## src/rtl/fifo_pkg.sv

```systemverilog
// fifo_pkg: shared constants and types for the FIFO blocks.
//   DEPTH_DEF / PTRWIDTH_DEF / DWIDTH_DEF : default geometry (16 x 8, 4-bit index)
//   ptr_t  : pointer with one extra wrap bit, at the default size
//   data_t : data word, at the default size
package fifo_pkg;

    localparam int DEPTH_DEF    = 16;
    localparam int PTRWIDTH_DEF = 4;
    localparam int DWIDTH_DEF   = 8;

    typedef logic [PTRWIDTH_DEF:0]  ptr_t;
    typedef logic [DWIDTH_DEF-1:0]  data_t;

endpackage

```

## src/rtl/fifo_mem.sv

```systemverilog
// fifo_mem: DEPTH x DWIDTH register array, one synchronous write port and one
// synchronous read port. No reset; contents and read register power up unknown.
//   clk    : clock, rising edge
//   we     : write enable, waddr/wdata written on the edge
//   re     : read enable, rdata loads mem[raddr] on the edge, holds otherwise
module fifo_mem
    import fifo_pkg::*;
#(
    parameter int DEPTH  = DEPTH_DEF,
    parameter int AWIDTH = PTRWIDTH_DEF,
    parameter int DWIDTH = DWIDTH_DEF
) (
    input  logic              clk,
    input  logic              we,
    input  logic [AWIDTH-1:0] waddr,
    input  logic [DWIDTH-1:0] wdata,
    input  logic              re,
    input  logic [AWIDTH-1:0] raddr,
    output logic [DWIDTH-1:0] rdata
);

    logic [DWIDTH-1:0] mem_q [DEPTH];
    logic [DWIDTH-1:0] rdata_q;

    always_ff @(posedge clk) begin
        if (we) mem_q[waddr] <= wdata;
        if (re) rdata_q <= mem_q[raddr];
    end

    assign rdata = rdata_q;

endmodule

```

## src/rtl/sync_fifo_core.sv

```systemverilog
// sync_fifo_core: single-clock FIFO, DEPTH entries of DWIDTH bits.
//   wclk, reset        : clock (rising edge), async active-high reset
//   push, wdata, full  : write side; write happens when push && !full
//   pop, rdata, empty  : read side; rdata is registered, valid one cycle after
//                        an accepted pop, and holds otherwise
//   count              : occupancy 0..DEPTH
//   overflow/underflow : one-cycle pulses after a rejected push/pop
module sync_fifo_core
    import fifo_pkg::*;
#(
    parameter int DEPTH    = DEPTH_DEF,
    parameter int PTRWIDTH = PTRWIDTH_DEF,
    parameter int DWIDTH   = DWIDTH_DEF
) (
    input  logic                wclk,
    input  logic                reset,
    input  logic                push,
    input  logic [DWIDTH-1:0]   wdata,
    output logic                full,
    input  logic                pop,
    output logic [DWIDTH-1:0]   rdata,
    output logic                empty,
    output logic [PTRWIDTH:0]   count,
    output logic                overflow,
    output logic                underflow
);

    logic [PTRWIDTH:0] wr_ptr_q, wr_ptr_d;
    logic [PTRWIDTH:0] rd_ptr_q, rd_ptr_d;
    logic              overflow_q, overflow_d;
    logic              underflow_q, underflow_d;
    logic              rd_seen_q, rd_seen_d;
    logic              push_ok, pop_ok;
    logic [DWIDTH-1:0] mem_rdata;

    // Flags come straight from the registered pointers; the extra MSB tells
    // a full ring (indices equal, laps differ) from an empty one.
    assign empty = (wr_ptr_q == rd_ptr_q);
    assign full  = (wr_ptr_q[PTRWIDTH-1:0] == rd_ptr_q[PTRWIDTH-1:0]) &&
                   (wr_ptr_q[PTRWIDTH] != rd_ptr_q[PTRWIDTH]);
    assign count = wr_ptr_q - rd_ptr_q;

    assign push_ok = push && !full;
    assign pop_ok  = pop && !empty;

    always_comb begin
        wr_ptr_d    = wr_ptr_q;
        rd_ptr_d    = rd_ptr_q;
        rd_seen_d   = rd_seen_q;
        overflow_d  = push && full;
        underflow_d = pop && empty;
        if (push_ok) wr_ptr_d = wr_ptr_q + 1'b1;
        if (pop_ok) begin
            rd_ptr_d  = rd_ptr_q + 1'b1;
            rd_seen_d = 1'b1;
        end
    end

    always_ff @(posedge wclk or posedge reset) begin
        if (reset) begin
            wr_ptr_q    <= '0;
            rd_ptr_q    <= '0;
            overflow_q  <= 1'b0;
            underflow_q <= 1'b0;
            rd_seen_q   <= 1'b0;
        end else begin
            wr_ptr_q    <= wr_ptr_d;
            rd_ptr_q    <= rd_ptr_d;
            overflow_q  <= overflow_d;
            underflow_q <= underflow_d;
            rd_seen_q   <= rd_seen_d;
        end
    end

    fifo_mem #(
        .DEPTH  (DEPTH),
        .AWIDTH (PTRWIDTH),
        .DWIDTH (DWIDTH)
    ) u_mem (
        .clk   (wclk),
        .we    (push_ok),
        .waddr (wr_ptr_q[PTRWIDTH-1:0]),
        .wdata (wdata),
        .re    (pop_ok),
        .raddr (rd_ptr_q[PTRWIDTH-1:0]),
        .rdata (mem_rdata)
    );

    // The storage read register has no reset, so rdata is forced to zero
    // until the first pop after reset has loaded it.
    assign rdata     = rd_seen_q ? mem_rdata : '0;
    assign overflow  = overflow_q;
    assign underflow = underflow_q;

endmodule

```

## config.mk

```make
export PLATFORM = sky130hd
export DESIGN_NAME = sync_fifo_core
export DESIGN_NICKNAME = d
export VERILOG_FILES = /design/src/rtl/fifo_pkg.sv /design/src/rtl/fifo_mem.sv /design/src/rtl/sync_fifo_core.sv
export SDC_FILE = /design/constraint.sdc
export NUM_CORES = 1
export LEC_CHECK = 0
export CAP_MARGIN = 20
export CORE_ASPECT_RATIO = 0.6
export CORE_UTILIZATION = 60
export DETAILED_ROUTE_END_ITERATION = 16
export PLACE_DENSITY = 0.83
export REMOVE_ABC_BUFFERS = 1
export SLEW_MARGIN = 20
export SYNTH_ARGS = -nofsm -noshare
export SYNTH_HDL_FRONTEND = slang
export SYNTH_HIERARCHICAL = 1
export SYNTH_SLANG_ARGS = --single-unit
```

## constraint.sdc

```tcl
create_clock -name wclk -period 3.5 [get_ports wclk]
set_input_delay 0.7 -clock wclk [delete_from_list [all_inputs] [get_ports wclk]]
set_output_delay 0.7 -clock wclk [all_outputs]
set_load 0.03 [all_outputs]
```

==> metrics.txt <==
Post-Syn Instances 303; FF+latch count, synth 149; Placer Congestion between 0.8 and 0.9; Reg-to-Reg Start rd_ptr_q[2]; reg2reg path depth 8; leakage power between 2 and 2.5 nW; number of I/O port buffers 28; ANT cells 0; io pins 29; Worst Setup Start Kind register; leading cell type in the layout, fill and taps excluded edfxtp_1; post_cts resized 0; GRT Resource Usage Total about a quarter; most frequent cells in the layout edfxtp_1 (136), clkdlybuf4s50_1 (24), buf_4 (22); DRT Wirelength approximately 12000 um; total grt overflow 0; die area 10500 um^2; hold path cells 1; Mapped Area ~6000 um^2; Multi-input gate area 1520 um^2; outcome completed; first-pass GRT wire length approximately 18000 um; Avg Cell Area, Syn 20.0 um^2; FP Rows 27; fin cells 501; area grow syn2layout 17.4%; max_cap viols 0; number of flops mapped to enable cells by yosys ~140; Tot Pwr about 0.0064 W; library cells used by synthesis 37; critical path class reg -> out; worst clock skew around 0.012 ns; via/cell ratio around 6; final setup fails 0; Root Driver clkbuf_16; post-synthesis sequential area ratio 72.9%; antenna-violating nets left 0; Hold Path Class reg -> reg; Sequential Area between 4000 and 5000 um^2; worst hold endpoint wr_ptr_q[4]; min Tclk post-route ~3.3 ns; First DRT Iteration DRCs between 300 and 400; FILL cells 533; dominant synthesized flop cell edfxtp_1; CTS clk-pin slew, worst paths approximately 0.06 ns; Num CTS Buffers 17; CTS Sinks 149; worst-case clock buffer depth 2; Synth warnings 6; CP arrival 2.55 ns; Die Y-Extent about 80 um; Worst-Skew Late Latency around 0.42 ns; Post-route DRC 0; H-tree depth 4; DR pass1 iterations 5; # nets final between 300 and 400; Pwr Density a little over 900 nW/um^2; period utilization between 90 and 100%; largest net degree at the start of global routing 36; Worst Setup End Kind primary output; worst endpoint required time around 2.8 ns; Async SR Flop Fraction 8.72%; worst-margin pin slew around 0.85 ns; Starting Density 64.0%; Rel. slew slack 43.5%; share of cells above drive strength 1 21.6%; peak supply drop approximately 0.55 mV; capturing point of the worst reg2reg path u_mem/mem_q[2][7]; Slew Limit Fails 0; Core Area ~9500 um^2; # hold bufs at CTS 0; dpl hpwl about 7700 um; total number of vias 3082; initial antenna violation count 0; setup TNS 0 ns; Placed Cells ~470; Die X 132 um; CTS tree built; critical hold path startpoint wr_ptr_q[4]; R2R setup slack around 0.73 ns; fmax ~310 MHz; Final Hold Violating Endpoints 0; Util after Layout about three quarters; drt wl/cell around 24 um; number of global-route vias before repair 3186; crit path max fanout 10; RSZ-0062 raised after global routing no; setup bufs post-CTS 0
-- through the flow --
| stage | hold WS, ns | setup slack [ns] | cell area [um^2] |
|---|---|---|---|
| after global routing | 0.562 | 0.157 | 7100 |
| after CTS | 0.547 | 0.236 | 7100 |
| after global placement | 0.511 | 0.791 | 6530 |
| final | 0.556 | 0.247 | 7100 |
| after floorplan | 0.498 | -0.171 | 5960 |
| after detailed placement | 0.538 | 0.698 | 6530 |
-- how the worst max path moves through the flow --
stage	startpoint	end	slack [ns]	cells after the start
2_1_floorplan	rd_ptr_q[0]	u_mem/mem_q[0][0]	-0.17	6
3_3_place_gp	push	u_mem/mem_q[2][4]	0.79	5
3_5_place_dp	wr_ptr_q[0]	count[2]	0.70	6
4_1_cts	wr_ptr_q[0]	count[2]	0.24	6
5_1_grt	wr_ptr_q[0]	count[2]	0.16	6
6_report	wr_ptr_q[0]	count[2]	0.25	6
-- worst max-delay path: stages (launching register included) --
cell	delay, ns
dfrtp_1	0.48
inv_1	0.14
ha_1	0.15
inv_1	0.06
fa_1	0.41
xor2_1	0.20
clkdlybuf4s50_1	0.71
-- logic make-up after synthesis --
family,Yosys count,synth area share [%]
flops,149,72.9
simple gates,61,5.98
mux,34,13.2
compound gates,21,2.54
buf+inv,18,1.92
xor+xnor,13,1.88
fa+ha+maj,7,1.57
-- sequential cells by signal, indices dropped and copies added, names as in the netlist --
signal,cells
rd_ptr_q,5
wr_ptr_q,5
rd_seen_q,1
overflow,1
u_mem/rdata,8
u_mem/mem_q,128
underflow,1
-- cell type report --
type | count | share of cell area [%]
flip-flops and latches | 149 | 62.1
multi-input cells | 136 | 21.5
clock buffers | 20 | 6.15
repair buffers | 46 | 5.71
well taps | 130 | 2.29
clock inverters | 12 | 1.87
inverters | 8 | 0.423
-- layer usage --
layer  share of wire [%]  vias up  global-route usage, %
met3                 7.6       15                   7.11
met4                0.91        0                   5.81
met1                  44     1607                   36.0
met5                   0        -                      0
li1                    -     1331                      -
met2                  47      129                   40.3
-- report_power, final --
group          internal, W  switching [W]  total (W)
Clock              0.00105       0.000696    0.00174
Combinational     0.000972        0.00133    0.00230
Sequential         0.00225       0.000147    0.00240
Total              0.00427        0.00217    0.00644
-- Yosys cell counts (3+ instances only) --
library cell,instances,share of area [%]
nor2_1,16,0.99
and2_1,10,1.0
edfxtp_1,136,68
a22oi_1,16,2.0
clkdlybuf4s25_2,3,0.50
xor2_1,6,0.87
buf_6,3,0.56
nor3_1,4,0.33
mux4_1,14,6.1
ha_1,6,1.2
xnor2_1,7,1.0
mux4_2,18,6.7
nand2_1,12,0.74
buf_2,3,0.25
inv_1,8,0.50
nand2b_1,3,0.31
dfrtp_1,13,5.4
Note: power is estimated with default switching activity, not from simulation.
